## src/rtl/dma_pkg.sv

```systemverilog
// Shared definitions for the DMA sequencer: FSM encoding, register map,
// CTRL/STATUS bit positions, address step and AXI response codes.
package dma_pkg;

  typedef enum logic [2:0] {
    ST_IDLE   = 3'd0,
    ST_RD_REQ = 3'd1,
    ST_WR_REQ = 3'd2,
    ST_FINISH = 3'd3,
    ST_ERROR  = 3'd4
  } state_t;

  localparam logic [1:0] REG_SRC  = 2'd0;
  localparam logic [1:0] REG_DST  = 2'd1;
  localparam logic [1:0] REG_LEN  = 2'd2;
  localparam logic [1:0] REG_CTRL = 2'd3;

  localparam int CTRL_START = 0;
  localparam int CTRL_CLEAR = 1;
  localparam int CTRL_ABORT = 2;

  localparam int STAT_BUSY    = 0;
  localparam int STAT_DONE    = 1;
  localparam int STAT_ERR     = 2;
  localparam int STAT_ABORTED = 3;
  localparam int STAT_REM_LSB = 16;

  // Sticky completion flags, indexed into a small vector
  localparam int FLAG_DONE    = 0;
  localparam int FLAG_ERR     = 1;
  localparam int FLAG_ABORTED = 2;
  localparam int NUM_FLAGS    = 3;

  localparam int ADDR_STEP = 4;

  localparam logic [1:0] RESP_OKAY   = 2'b00;
  localparam logic [1:0] RESP_EXOKAY = 2'b01;
  localparam logic [1:0] RESP_SLVERR = 2'b10;
  localparam logic [1:0] RESP_DECERR = 2'b11;

endpackage

```

## src/rtl/dma_seq_regs.sv

```systemverilog
// CPU-facing register file: SRC/DST/LEN storage, CTRL decode, sticky
// done/err/aborted flags with write-one-to-clear, and the readback mux.
module dma_seq_regs
  import dma_pkg::*;
#(
  parameter int ADDR_W = 32,
  parameter int LEN_W  = 16
) (
  input  logic                 clk,
  input  logic                 rst,
  input  logic                 cfg_we,
  input  logic [1:0]           cfg_addr,
  input  logic [31:0]          cfg_wdata,
  output logic [31:0]          cfg_rdata,
  input  logic                 busy,
  input  logic [LEN_W-1:0]     remaining,
  input  logic [NUM_FLAGS-1:0] flag_set,
  output logic [ADDR_W-1:0]    src,
  output logic [ADDR_W-1:0]    dst,
  output logic [LEN_W-1:0]     len,
  output logic [NUM_FLAGS-1:0] flags,
  output logic                 start_req,
  output logic                 abort_req
);

  logic [ADDR_W-1:0]    src_reg;
  logic [ADDR_W-1:0]    dst_reg;
  logic [LEN_W-1:0]     len_reg;
  logic [NUM_FLAGS-1:0] flag_reg;
  logic                 ctrl_wr;
  logic                 clear_req;
  logic [31:0]          status_word;

  assign ctrl_wr   = cfg_we && (cfg_addr == REG_CTRL);
  assign start_req = ctrl_wr && cfg_wdata[CTRL_START];
  assign clear_req = ctrl_wr && cfg_wdata[CTRL_CLEAR];
  assign abort_req = ctrl_wr && cfg_wdata[CTRL_ABORT];

  always_ff @(posedge clk or posedge rst) begin
    if (rst) begin
      src_reg <= '0;
      dst_reg <= '0;
      len_reg <= '0;
    end else if (cfg_we && !busy) begin
      case (cfg_addr)
        REG_SRC: src_reg <= ADDR_W'(cfg_wdata);
        REG_DST: dst_reg <= ADDR_W'(cfg_wdata);
        REG_LEN: len_reg <= LEN_W'(cfg_wdata);
        default: ;
      endcase
    end
  end

  // A set in the same cycle as a clear wins, so clear+start with LEN=0 leaves done=1
  genvar gi;
  generate
    for (gi = 0; gi < NUM_FLAGS; gi++) begin : g_flag
      always_ff @(posedge clk or posedge rst) begin
        if (rst) begin
          flag_reg[gi] <= 1'b0;
        end else begin
          flag_reg[gi] <= (flag_reg[gi] && !clear_req) || flag_set[gi];
        end
      end
    end
  endgenerate

  always_comb begin
    status_word                           = '0;
    status_word[STAT_BUSY]                = busy;
    status_word[STAT_DONE]                = flag_reg[FLAG_DONE];
    status_word[STAT_ERR]                 = flag_reg[FLAG_ERR];
    status_word[STAT_ABORTED]             = flag_reg[FLAG_ABORTED];
    status_word[STAT_REM_LSB +: 16]       = 16'(remaining);
  end

  always_comb begin
    cfg_rdata = '0;
    case (cfg_addr)
      REG_SRC:  cfg_rdata = 32'(src_reg);
      REG_DST:  cfg_rdata = 32'(dst_reg);
      REG_LEN:  cfg_rdata = 32'(len_reg);
      default:  cfg_rdata = status_word;
    endcase
  end

  assign src   = src_reg;
  assign dst   = dst_reg;
  assign len   = len_reg;
  assign flags = flag_reg;

endmodule

```

## src/rtl/dma_sequencer.sv

```systemverilog
// Single-channel DMA sequencer: alternates one-word reads and writes on the
// master request port, advancing both addresses by one word per beat.
module dma_sequencer
  import dma_pkg::*;
#(
  parameter int ADDR_W = 32,
  parameter int DATA_W = 32,
  parameter int LEN_W  = 16
) (
  input  logic                  clk,
  input  logic                  rst,
  input  logic                  cfg_we,
  input  logic [1:0]            cfg_addr,
  input  logic [31:0]           cfg_wdata,
  output logic [31:0]           cfg_rdata,
  output logic                  mst_req,
  output logic                  mst_write,
  output logic [ADDR_W-1:0]     mst_addr,
  output logic [DATA_W-1:0]     mst_wdata,
  output logic [DATA_W/8-1:0]   mst_wstrb,
  input  logic                  mst_ack,
  input  logic [DATA_W-1:0]     mst_rdata,
  input  logic                  mst_err,
  output logic                  busy,
  output logic                  irq
);

  state_t               state_reg;
  state_t               state_next;
  logic [ADDR_W-1:0]    cur_src_reg;
  logic [ADDR_W-1:0]    cur_dst_reg;
  logic [LEN_W-1:0]     remaining_reg;
  logic [DATA_W-1:0]    buffer_reg;
  logic                 abort_pending_reg;

  logic [ADDR_W-1:0]    src;
  logic [ADDR_W-1:0]    dst;
  logic [LEN_W-1:0]     len;
  logic [NUM_FLAGS-1:0] flags;
  logic [NUM_FLAGS-1:0] flag_set;
  logic                 start_req;
  logic                 abort_req;
  logic                 start_ok;
  logic                 abort_now;
  logic                 last_word;

  dma_seq_regs #(
    .ADDR_W (ADDR_W),
    .LEN_W  (LEN_W)
  ) u_regs (
    .clk       (clk),
    .rst       (rst),
    .cfg_we    (cfg_we),
    .cfg_addr  (cfg_addr),
    .cfg_wdata (cfg_wdata),
    .cfg_rdata (cfg_rdata),
    .busy      (busy),
    .remaining (remaining_reg),
    .flag_set  (flag_set),
    .src       (src),
    .dst       (dst),
    .len       (len),
    .flags     (flags),
    .start_req (start_req),
    .abort_req (abort_req)
  );

  assign start_ok  = start_req && (state_reg == ST_IDLE);
  // An abort arriving with the write ack still stops the transfer after that word
  assign abort_now = abort_pending_reg || abort_req;
  assign last_word = (remaining_reg == LEN_W'(1));

  assign flag_set[FLAG_DONE]    = (state_reg == ST_FINISH) || (start_ok && (len == '0));
  assign flag_set[FLAG_ERR]     = (state_reg == ST_ERROR);
  assign flag_set[FLAG_ABORTED] = (state_reg == ST_FINISH) && abort_pending_reg;

  always_ff @(posedge clk or posedge rst) begin
    if (rst) begin
      state_reg <= ST_IDLE;
    end else begin
      state_reg <= state_next;
    end
  end

  always_comb begin
    state_next = state_reg;
    case (state_reg)
      ST_IDLE: begin
        if (start_ok && (len != '0)) begin
          state_next = ST_RD_REQ;
        end
      end
      ST_RD_REQ: begin
        if (mst_ack) begin
          state_next = mst_err ? ST_ERROR : ST_WR_REQ;
        end
      end
      ST_WR_REQ: begin
        if (mst_ack) begin
          if (mst_err) begin
            state_next = ST_ERROR;
          end else if (last_word || abort_now) begin
            state_next = ST_FINISH;
          end else begin
            state_next = ST_RD_REQ;
          end
        end
      end
      ST_FINISH: state_next = ST_IDLE;
      ST_ERROR:  state_next = ST_IDLE;
      default:   state_next = ST_IDLE;
    endcase
  end

  always_comb begin
    mst_req   = 1'b0;
    mst_write = 1'b0;
    mst_addr  = cur_src_reg;
    mst_wdata = buffer_reg;
    mst_wstrb = '0;
    busy      = 1'b0;
    irq       = flags[FLAG_DONE] || flags[FLAG_ERR];
    case (state_reg)
      ST_RD_REQ: begin
        mst_req = 1'b1;
        busy    = 1'b1;
      end
      ST_WR_REQ: begin
        mst_req   = 1'b1;
        mst_write = 1'b1;
        mst_addr  = cur_dst_reg;
        mst_wstrb = '1;
        busy      = 1'b1;
      end
      default: ;
    endcase
  end

  // Datapath only advances on an OKAY ack, so an error leaves addresses and count frozen
  always_ff @(posedge clk or posedge rst) begin
    if (rst) begin
      cur_src_reg   <= '0;
      cur_dst_reg   <= '0;
      remaining_reg <= '0;
      buffer_reg    <= '0;
    end else begin
      case (state_reg)
        ST_IDLE: begin
          if (start_ok) begin
            cur_src_reg   <= src;
            cur_dst_reg   <= dst;
            remaining_reg <= len;
          end
        end
        ST_RD_REQ: begin
          if (mst_ack && !mst_err) begin
            buffer_reg  <= mst_rdata;
            cur_src_reg <= cur_src_reg + ADDR_W'(ADDR_STEP);
          end
        end
        ST_WR_REQ: begin
          if (mst_ack && !mst_err) begin
            cur_dst_reg   <= cur_dst_reg + ADDR_W'(ADDR_STEP);
            remaining_reg <= remaining_reg - LEN_W'(1);
          end
        end
        default: ;
      endcase
    end
  end

  always_ff @(posedge clk or posedge rst) begin
    if (rst) begin
      abort_pending_reg <= 1'b0;
    end else if ((state_reg == ST_FINISH) || (state_reg == ST_ERROR)) begin
      abort_pending_reg <= 1'b0;
    end else if (abort_req && busy) begin
      abort_pending_reg <= 1'b1;
    end
  end

endmodule
```

## config.mk

```make
export PLATFORM = sky130hd
export DESIGN_NAME = dma_sequencer
export DESIGN_NICKNAME = d
export VERILOG_FILES = /design/src/rtl/dma_pkg.sv /design/src/rtl/dma_seq_regs.sv /design/src/rtl/dma_sequencer.sv
export SDC_FILE = /design/constraint.sdc
export NUM_CORES = 1
export LEC_CHECK = 0
export BUFFER_PORTS_ARGS = -buffer_cell sky130_fd_sc_hd__buf_2
export CAP_MARGIN = 20
export CELL_PAD_IN_SITES_DETAIL_PLACEMENT = 0
export CELL_PAD_IN_SITES_GLOBAL_PLACEMENT = 1
export CORE_UTILIZATION = 44
export CTS_CLUSTER_SIZE = 20
export DETAILED_ROUTE_END_ITERATION = 6
export PLACE_DENSITY = 0.89
export SLEW_MARGIN = 20
export SYNTH_ARGS = -nofsm -noshare
export SYNTH_HDL_FRONTEND = slang
export SYNTH_SLANG_ARGS = --single-unit
```

## constraint.sdc

```tcl
create_clock -name clk -period 7.6 [get_ports clk]
set_input_delay 0.76 -clock clk [delete_from_list [all_inputs] [get_ports clk]]
set_output_delay 0.76 -clock clk [all_outputs]
set_load 0.01 [all_outputs]
```

**Yosys cells after proc, flatten, opt, wreduce, memory -nomap -nowiden**

Cells that the tools add are included.

- Register bits: 199
- Latch bits: 0
- RAM bits: 0
- Bits in read-only memories: 0
- Input port bits: 71
- Output and inout port bits: 104
- Word-level logic and storage cells: 92
- Memories kept: 0

- $add $sub $neg: 3
- Multipliers: 0
- Divide/modulo/power cells: 0
- Order comparisons: 0
- Eq/ne operators: 14
- Shift-type cells: 0
- Muxes and demuxes: 23
- Bitwise operators: 0
- Reductions and logical operators: 40

Operator list:

| cell | number |
|---|---|
| 32-bit 2-to-1 mux | 5 |
| 32-bit one-hot mux with 2 select lines | 2 |
| 32-bit one-hot mux with 3 select lines | 1 |
| 32-bit by 3-bit adder with 32-bit output, second input constant | 2 |
| 16-bit 2-to-1 mux | 2 |
| 16-bit one-hot mux with 2 select lines | 1 |
| 16-bit by 1-bit equality test with 1-bit output, second input constant | 1 |
| 16-bit logical NOT | 1 |
| 16-bit nonzero test | 1 |
| 16-bit by 1-bit subtractor with 16-bit output, second input constant | 1 |
| 3-bit 2-to-1 mux | 5 |
| 1-bit logical AND | 14 |
| 2-bit inequality test, second input constant | 5 |
| 3-bit one-hot mux with 3 select lines | 1 |
| 3-bit AND reduction | 3 |
| 1-bit logical OR | 8 |
| 2-bit AND reduction | 4 |
| 3-bit by 2-bit equality test with 1-bit output, second input constant | 2 |
| 2-bit nonzero test | 3 |
| 2-bit equality test, second input constant | 2 |
| 1-bit 2-to-1 mux | 4 |
| 4-bit 2-to-1 mux | 1 |
| 3-bit by 1-bit equality test with 1-bit output, second input constant | 1 |
| 3-bit equality test, second input constant | 1 |
| 7 further kinds | 9 |

**Longest topological paths before layout**

Gate-level depths: netlist (run 1).

- Word-level depth: 9
- Gate-level depth with buffers: 10
- Depth with buffers taken out: 7

**Modules after synthesis**

A second synthesis (run 1) with hierarchy kept.

- Cells, all modules: 1069
- Area, all modules: 10802.9 µm²

By module, submodules not included:

| module | instances | cells an instance | area each (µm²) | sequential area each (µm²) |
|---|---|---|---|---|
| dma_sequencer | 1 | 814 | 6961.7 | 2902.8 |
| dma_seq_regs | 1 | 255 | 3841.2 | 2077.0 |

**Worst setup path before layout (run 1)**

No wires, ideal clock.

- Path kind: input -> output
- From: input port cfg_addr[0]
- To: output port cfg_rdata[11]
- Arrival time: 2.110 ns
- Setup slack: 4.730 ns
- Stages on the path: 5
- Cell sequence: buf_2 buf_1 buf_2 mux2i_1 o21ai_0

- Cells in the longest elaborated chain, start to end: 2

Ends and longest elaborated chain:

| what | line | text |
|---|---|---|
| start: declaration | dma_sequencer.sv:13 | `input logic [1:0] cfg_addr,` |
| 2-bit equality test, or another cell as far along | dma_seq_regs.sv:79 | `case (cfg_addr)` |
| 32-bit one-hot mux with 3 select lines * | dma_seq_regs.sv:79 |  |
| end: declaration | dma_sequencer.sv:15 | `output logic [31:0] cfg_rdata,` |

Mark *: on every way between the ends. The rest lies on a longest branch, timed or not.

**Worst setup path after layout (run 1)**

- From: register state_reg[2]
- To: output port mst_addr[7]

- Cells in the longest elaborated chain, start to end: 2

Ends and longest elaborated chain:

| what | line | text |
|---|---|---|
| start: declaration | dma_sequencer.sv:28 | `state_t state_reg;` |
| start signal: assignment | dma_sequencer.sv:81 | `state_reg <= state_next;` |
| 3-bit by 2-bit equality test with 1-bit output | dma_sequencer.sv:123 | `case (state_reg)` |
| 32-bit 2-to-1 mux | dma_sequencer.sv:123 |  |
| end: declaration | dma_sequencer.sv:18 | `output logic [ADDR_W-1:0] mst_addr,` |

No other way between the ends.

==> flow_summary.json, run 1 <==
{
  "worstMarginPinSlew_ps": 1136,
  "grt_max_degree": 124,
  "fp.dieH_um": 157.1,
  "hold_path_class": "input pin to async pin",
  "maxClockFrequency_mhz": 276.6,
  "drive_gt1_frac": 0.2898,
  "final_nets": 1294,
  "synth_nets": 1167,
  "synth-edff-count": 0,
  "outcome": "completed",
  "fillers": 2191,
  "antenna_found_initial": 0,
  "finalSetupViolCount": 0,
  "drt_wl_total_mm": 31.98,
  "vias": 9259,
  "internal-power_mw": 2.946,
  "first_iter_violations": 953,
  "die_x_um": 157.1,
  "finClkSkew_ps": 15.15,
  "initial_core_util": 0.4494,
  "start_kind": "register",
  "max-slew-margin-rel": 0.2409,
  "synth-compound-area-share": 0.1603,
  "ys_seq_area_frac": 0.4707,
  "synthMuxAreaShare": 0.1581,
  "synth-simple-area-share": 0.1670,
  "cp_cell_sequence": "nor2_1, nand2_2, clkinv_2, buf_4, nand2_1, nand2_1, buf_2",
  "synth_top_cell_by_area": "dfrtp_1",
  "dpl.hpwl_mm": 22.32,
  "cp_slowest_cell": "buf_4",
  "clock_latency_ps": 440,
  "cts_buffers": 17,
  "p_leak_nw": 5.365,
  "cts_sinks": 199,
  "rsz0062_at_grt": "false",
  "detail-route-antenna-nets": 0,
  "cp_common_cell": "nand2_1",
  "cpPeakStageDelay_ps": 660,
  "wl_per_cell_um": 20.62,
  "path_delay_family": "buffers and inverters",
  "post-route-min-period_ps": 3615,
  "power.share.clock": 0.182,
  "ys_ff_latch": 199,
  "hold_viol_final": 0,
  "gr-total-overflow": 0,
  "route.detailed.drc": 0,
  "cts.root.buffer_cell": "clkbuf_16",
  "synth_top_family_by_area": "simple AND/OR/NAND/NOR gates",
  "gp_congestion": 0.8917,
  "crit_buf_inv": 3,
  "rows": 56,
  "syn_inst": 1092,
  "synth_top_area_frac": 0.4707,
  "ys_warn_count": 0,
  "via_per_inst": 5.970,
  "first_global_vias": 8763,
  "crit_required_ps": 6840,
  "syn-cell-area_um2": 10580,
  "num_io_pins": 175,
  "grt_pass1_wl_mm": 49.52,
  "dieArea_um2": 24670,
  "cts_tree": "built",
  "path_max_fanout": 74,
  "p_sw_frac": 0.4281,
  "pre_cts_ws_ps": 4191,
  "hold_buffers": 0,
  "p_per_area_nw_per_um2": 420.5,
  "critPathKind": "register to output pin",
  "synthToLayoutAreaGrowth_pct": 15.79,
  "maxCapViolCount": 0,
  "syn_area_per_cell_um2": 9.688,
  "firstDrtPassIters": 5,
  "synthFlopType": "dfrtp_1",
  "period_share": 0.4756,
  "synthAdderAreaFrac": 0.004731,
  "synth_area_leaders": "dfrtp_1 (47%), mux2_2 (12%), nand2_1 (6.2%), o21ai_0 (4.2%), a21oi_1 (3.6%)",
  "cts-htree-levels": 4,
  "fin_tns_setup_ps": 0,
  "post-route-util": 0.5203,
  "grt.total_usage": 0.2631,
  "p_seq_frac": 0.430,
  "postCtsResizedCells": 0,
  "post-cts-setup-buffer-count": 0,
  "slew_viol_final": 0,
  "peakVddDrop_uv": 205.0,
  "arrival_ps": 2850,
  "mostFrequentLayoutCells": "dfrtp_1 (199), nand2_1 (175), buf_2 (174)",
  "core_region_area_um2": 23540,
  "p_switching_mw": 2.205,
  "pwr-share-comb": 0.388,
  "synthXorXnorAreaFrac": 0.0008279,
  "portBuffers": 174,
  "yosys.cell_types.count": 67,
  "n_antenna_cell": 0,
  "fin_ws_ps": 3985,
  "clockBufferDepth": 2,
  "synth-async-reset-ratio": 1.000,
  "layout_commonest_cell": "dfrtp_1",
  "cp-end-kind": "output pin",
  "cts.clk_slew.worst_paths_ps": 80
}
==> synth_stat cells (7+ instances only) <==
| cell type | number |
|---|---|
| mux2i_1 | 31 |
| clkbuf_1 | 37 |
| nor4_1 | 12 |
| nand4_1 | 15 |
| a311oi_1 | 7 |
| nor2_1 | 60 |
| o21ai_0 | 88 |
| and3_1 | 10 |
| or3_1 | 13 |
| inv_1 | 10 |
| dfrtp_1 | 199 |
| nor3_1 | 20 |
| mux2_2 | 113 |
| nand2_1 | 176 |
| and4_1 | 9 |
| buf_2 | 21 |
| o22a_1 | 11 |
| buf_1 | 11 |
| o22ai_1 | 16 |
| a21oi_1 | 77 |
| a31oi_1 | 11 |
| buf_4 | 11 |
| a211oi_1 | 11 |
| nand3_1 | 28 |
| a2bb2oi_1 | 8 |
==> power by group through the flow <==
stage          sequential (mW)  clock, mW  combinational, mW
3_3_place_gp              2.19          0               1.95
4_1_cts                   2.19      0.944               2.00
5_1_grt                   2.28      0.987               2.20
3_5_place_dp              2.21          0               1.99
2_1_floorplan             1.98          0               1.42
6_report                  2.22      0.938               2.00
==> metrics by stage <==
stage	hold WS (ps)	std cells	total power, mW	area, um^2
floorplan	438.6	1092	3.394	10580
detailed placement	460.3	1519	4.199	11620
CTS	477.7	1551	5.137	12240
finish	444.9	1551	5.151	12250
global route	520.4	1551	5.468	12250
global placement	453.1	1519	4.136	11620
==> worst reg2reg max path, stage by stage, from the launching register on <==
cell,delay (ps)
dfrtp_1,550
nor2_1,190
nand2_2,80
clkinv_2,390
buf_4,680
a22oi_2,140
buf_4,310
nor4_1,500
a211oi_1,140
a311oi_1,260
==> area by class of cell <==
| cell class | instances | area [um^2] | share of cell area |
|---|---|---|---|
| Inverter | 10 | 46.29 | 0.003779 |
| Clock inverter | 15 | 192.7 | 0.01573 |
| Multi-Input combinational cell | 803 | 5230 | 0.4270 |
| Clock buffer | 17 | 425.4 | 0.03473 |
| Tap cell | 319 | 399.1 | 0.03258 |
| Timing Repair Buffer | 188 | 975.9 | 0.07967 |
| Sequential cell | 199 | 4980 | 0.4065 |
==> metal layers <==
layer	vias to the layer above	global-route usage	wire (um)
li1	4223	-	-
met1	4566	0.3649	13900
met2	424	0.4195	14980
met3	46	0.04598	2308
met4	0	0.08044	794
met5	-	0	0
==> path summary, 6_finish.rpt <==
kind / from / to / slack, ps / depth (start not counted)
hold reg to reg: cur_src_reg[1]$_DFFE_PP0P_ / cur_src_reg[1]$_DFFE_PP0P_ / 480 / 2
max in group asynchronous: rst / u_regs.dst[15]$_DFFE_PP0P_ / 5630 / 3
min in group clk: cur_src_reg[1]$_DFFE_PP0P_ / cur_src_reg[1]$_DFFE_PP0P_ / 480 / 2
hold / removal: rst / u_regs.src[0]$_DFFE_PP0P_ / 440 / 2
setup / recovery: state_reg[2]$_DFFE_PP0P_ / mst_addr[7] / 3990 / 7
setup reg to reg: state_reg[2]$_DFFE_PP0P_ / cur_dst_reg[19]$_DFFE_PP0P_ / 4250 / 9
==> cell families after synthesis <==
group / count (synthesis)
flip-flops: 199
buffers and inverters: 90
multiplexers: 148
XOR/XNOR: 1
adder cells (fa/ha/maj): 4
AO/OA/AOI/OAI: 275
AND/OR/NAND/NOR: 375
No activity file was read; power rests on OpenSTA's default activity.
==> run 2, diff against run 1 <==
- clock period: 7.6 -> 3.5 ns (I/O delays scaled with it)
==> run 2 against run 1 <==
- cell count up 0.77%
- critical path type unchanged
- setup slack worse by 3300 ps
- highest routed layer unchanged
- critical endpoint is now mst_addr[17]
- register-to-register slack got worse by 3300 ps
- wire length increased by 3.5%
==> flow_summary.json, run 2 (synthesized netlist as in run 1, its figures left out) <==
{
  "outcome": "completed",
  "dpl.hpwl_mm": 23.49,
  "arrival_ps": 2500,
  "pre_cts_ws_ps": 981.6,
  "fin_ws_ps": 648.2,
  "die_x_um": 157.1,
  "max-slew-margin-rel": 0.4071,
  "vias": 9427,
  "cts_tree": "built",
  "detail-route-antenna-nets": 0,
  "hold_slack_ps": 69.26,
  "clockBufferDepth": 2,
  "initial_core_util": 0.4494,
  "cts_sinks": 199,
  "cts_buffers": 17,
  "worstMarginPinSlew_ps": 887.5,
  "dieArea_um2": 24670,
  "postCtsResizedCells": 0,
  "critPathKind": "register to output pin",
  "finClkSkew_ps": 18.06,
  "cp_cell_sequence": "nor2_1, nand2_2, buf_4, nand2_1, o21ai_0, buf_2",
  "firstDrtPassIters": 6,
  "mostFrequentLayoutCells": "dfrtp_1 (199), nand2_1 (175), buf_2 (174)",
  "finalPower_mw": 11.18,
  "n_antenna_cell": 0,
  "hold_viol_final": 0,
  "grt_pass1_wl_mm": 51.42,
  "post-cts-setup-buffer-count": 0,
  "drive_gt1_frac": 0.2958,
  "peakVddDrop_uv": 467.7,
  "grt.total_usage": 0.2753,
  "layout_commonest_cell": "dfrtp_1",
  "grt_max_degree": 94,
  "maxCapViolCount": 0,
  "slew_viol_final": 0,
  "cts.root.buffer_cell": "clkbuf_16",
  "cp-end-kind": "output pin",
  "crit_required_ps": 3150,
  "finalSetupViolCount": 0,
  "p_per_area_nw_per_um2": 905.3,
  "gr-total-overflow": 0,
  "multiInputGateArea_um2": 5223,
  "via_per_inst": 6.031,
  "maxClockFrequency_mhz": 350.7,
  "first_global_vias": 9040,
  "cts.clk_slew.worst_paths_ps": 80,
  "first_iter_violations": 859,
  "cts-htree-levels": 4,
  "post-route-min-period_ps": 2852,
  "path_max_fanout": 61,
  "cpPeakStageDelay_ps": 640,
  "p_leak_nw": 5.419,
  "antenna_found_initial": 0,
  "num_io_pins": 175,
  "hold_path_class": "input pin to async pin",
  "clock_latency_ps": 450,
  "wl_per_cell_um": 21.18,
  "fin_tns_setup_ps": 0,
  "portBuffers": 174,
  "gp_congestion": 0.8861,
  "seq_area_um2": 4980,
  "final_nets": 1306,
  "route.detailed.drc": 0,
  "start_kind": "register",
  "cp_slowest_cell": "dfrtp_1",
  "period_share": 0.8148,
  "post-route-util": 0.5248,
  "hold_buffers": 0,
  "rows": 56,
  "fp.dieH_um": 157.1,
  "rsz0062_at_grt": "false",
  "core_region_area_um2": 23540,
  "fillers": 2206,
  "synthToLayoutAreaGrowth_pct": 16.78,
  "drt_wl_total_mm": 33.11
}
-- run 2: layout make-up --
class,instances,share of cell area
Multi-Input combinational cell,803,0.4227
Sequential cell,199,0.4031
Timing Repair Buffer,200,0.09135
Clock buffer,18,0.03474
Tap cell,319,0.03231
Clock inverter,14,0.01236
Inverter,10,0.003443
-- run 2: path summary, 6_finish.rpt --
path | to | startpoint | slack (ps) | cells after the start
max | mst_addr[17] | state_reg[2]$_DFFE_PP0P_ | 650 | 6
min | mst_wdata[18]$_DFFE_PP0P_ | rst | 70 | 2
max reg2reg | u_regs.src[7]$_DFFE_PP0P_ | state_reg[1]$_DFFE_PP0P_ | 950 | 6
min reg2reg | cur_src_reg[0]$_DFFE_PP0P_ | cur_src_reg[0]$_DFFE_PP0P_ | 480 | 2
max in group asynchronous | cur_dst_reg[12]$_DFFE_PP0P_ | rst | 2500 | 3
min in group clk | mst_wdata[9]$_DFFE_PP0P_ | mst_rdata[9] | 130 | 2
-- run 2: routing by layer --
layer / global-route usage / vias to the layer above / wire (um)
li1: - / 4275 / -
met1: 0.3712 / 4636 / 14130
met2: 0.4451 / 451 / 15520
met3: 0.04295 / 65 / 2356
met4: 0.1077 / 0 / 1110
met5: 0 / - / 0
-- run 2: worst max-delay path: cells and delay by family, from the launching register on --
family | cells | cell delay, ps
flip-flops | 1 | 640
buffers and inverters | 2 | 810
AND/OR/NAND/NOR | 3 | 350
AO/OA/AOI/OAI | 1 | 200
-- run 2: power breakdown --
group	internal [mW]	switching (mW)	leakage, nW
combinational	2.04	2.42	2.76
sequential	3.42	1.33	2.38
clock	0.958	1.02	0.278
-- run 2: per-stage QoR --
step / std cells / instance area (um^2)
6_report: 1563 / 12350
3_3_place_gp: 1531 / 11770
4_1_cts: 1563 / 12350
3_5_place_dp: 1531 / 11770
2_1_floorplan: 1092 / 10580
5_1_grt: 1563 / 12350
==> run 3, diff against run 2 <==
- clock period: 3.5 -> 2.94 ns (I/O delays scaled with it)
==> run 3 against run 2 <==
- the flow now finishes with violations (hold timing)
- worst hold slack got worse by 91 ps
- via count decreased by 0.51%
- total power increased by 19%
- critical endpoint is now mst_addr[3]
- largest cell class unchanged
- largest power group unchanged
- highest routed layer unchanged
==> flow_summary.json, run 3 (synthesized netlist as in run 1, its figures left out) <==
{
  "outcome": "finished with violations",
  "failed_checks": "hold timing",
  "peakVddDrop_uv": 609.6,
  "gp_congestion": 0.8878,
  "dpl.hpwl_mm": 22.75,
  "grt.total_usage": 0.2647,
  "via_per_inst": 6.012,
  "clockBufferDepth": 2,
  "mostFrequentLayoutCells": "dfrtp_1 (199), nand2_1 (175), buf_2 (174)",
  "antenna_found_initial": 0,
  "final_nets": 1304,
  "period_share": 0.8629,
  "hold_buffers": 0,
  "crit_buf_inv": 3,
  "crit_required_ps": 2650,
  "post-cts-setup-buffer-count": 0,
  "finalSetupViolCount": 0,
  "p_leak_nw": 5.440,
  "cp_slowest_cell": "dfrtp_1",
  "vias": 9379,
  "worstMarginPinSlew_ps": 779.7,
  "r2r_slack_ps": 490,
  "first_global_vias": 8775,
  "hold_viol_final": 13,
  "cts_sinks": 199,
  "gr-total-overflow": 0,
  "initial_core_util": 0.4494,
  "die_x_um": 157.1,
  "max-slew-margin-rel": 0.4791,
  "portBuffers": 174,
  "grt_max_degree": 93,
  "cp_common_cell": "nand2_1",
  "cts.root.buffer_cell": "clkbuf_16",
  "top_layer": "met4",
  "rows": 56,
  "wl_met3_mm": 2.336,
  "cp_cell_sequence": "nor2_1, nand2_2, clkinv_2, buf_12, nand2_1, nand2_1, buf_2",
  "fillers": 2197,
  "worst-r2r-cell-count": 6,
  "critPathKind": "register to output pin",
  "synthToLayoutAreaGrowth_pct": 17.05,
  "drt_wl_total_mm": 32.16,
  "route.detailed.drc": 0,
  "first_iter_violations": 984,
  "fp.dieH_um": 157.1,
  "num_io_pins": 175,
  "postCtsResizedCells": 0,
  "dp.cells": 1529,
  "maxCapViolCount": 0,
  "rsz0062_at_grt": "false",
  "worstReg2RegStart": "state_reg[1]$_DFFE_PP0P_",
  "cts.clk_slew.worst_paths_ps": 70,
  "hold_path_class": "input pin to async pin",
  "grt_pass1_wl_mm": 49.51,
  "arrival_ps": 2240,
  "detail-route-antenna-nets": 0,
  "cts-htree-levels": 4,
  "final_cells": 1560,
  "dr_wl_met2_mm": 14.81,
  "clock_latency_ps": 440,
  "finClkSkew_ps": 10.76,
  "slew_viol_final": 0,
  "path_delay_family": "buffers and inverters",
  "wl_per_cell_um": 20.61,
  "n_antenna_cell": 0,
  "path_max_fanout": 92,
  "cts_tree": "built",
  "dieArea_um2": 24670,
  "hold_slack_ps": -21.66,
  "post-route-min-period_ps": 2537,
  "cpPeakStageDelay_ps": 550,
  "fin_tns_setup_ps": 0,
  "p_per_area_nw_per_um2": 1076,
  "cts_buffers": 17,
  "timing.rr.end": "u_regs.src[5]$_DFFE_PP0P_",
  "cp-end-kind": "output pin",
  "maxClockFrequency_mhz": 394.2,
  "wirelength_met1_mm": 13.91,
  "core_region_area_um2": 23540,
  "layout_commonest_cell": "dfrtp_1",
  "firstDrtPassIters": 5,
  "drive_gt1_frac": 0.2949,
  "start_kind": "register"
}
==> run 3: how the worst max path moves through the flow <==
stage | start | end | slack, ps | cells after the start
floorplan | rst | abort_pending_reg$_DFFE_PP0P_ | 70 | 1
detailed placement | state_reg[1]$_DFFE_PP0P_ | u_regs.src[5]$_DFFE_PP0P_ | 540 | 6
finish | state_reg[2]$_DFFE_PP0P_ | mst_addr[3] | 400 | 7
CTS | state_reg[2]$_DFFE_PP0P_ | mst_addr[3] | 450 | 7
global placement | state_reg[1]$_DFFE_PP0P_ | u_regs.src[13]$_DFFE_PP0P_ | 580 | 6
global route | state_reg[2]$_DFFE_PP0P_ | mst_addr[4] | 330 | 7
==> run 3: layout make-up <==
class | count | area (um^2) | share of cell area
Inverter | 10 | 42.54 | 0.003435
Clock inverter | 14 | 162.7 | 0.01314
Clock buffer | 17 | 425.4 | 0.03435
Sequential cell | 199 | 4980 | 0.4021
Tap cell | 319 | 399.1 | 0.03223
Multi-Input combinational cell | 803 | 5223 | 0.4217
Timing Repair Buffer | 198 | 1151 | 0.09296
==> run 3: per-layer routing <==
metal / global-route usage / up-vias
li1: - / 4246
met2: 0.4152 / 484
met4: 0.1040 / 0
met3: 0.04846 / 49
met1: 0.3629 / 4600
met5: 0 / -
==> run 3: worst register-to-register path: stages, from the launching register on <==
cell,delay (ps)
dfrtp_1,530
xnor2_1,300
nor2_1,150
nor3b_1,300
nor2b_4,430
buf_12,260
mux2_2,380
==> run 3: report_power, final <==
| part | switching, mW | internal, mW |
|---|---|---|
| clock | 1.17 | 1.21 |
| sequential | 1.61 | 4.08 |
| combinational | 2.83 | 2.43 |
==> run 3: per-stage QoR <==
step           worst slack [ps]    util  total power [mW]  cell area (um^2)  hold WS, ps
3_5_place_dp              538.3  0.5010             10.91             11800        459.7
5_1_grt                   332.0  0.5260             14.14             12380        31.08
3_3_place_gp              581.7  0.5010             10.77             11800        458.4
4_1_cts                   446.6  0.5260             13.33             12380        7.929
2_1_floorplan             71.65       -             8.775             10580        405.7
6_report                  402.9  0.5260             13.33             12380       -21.66
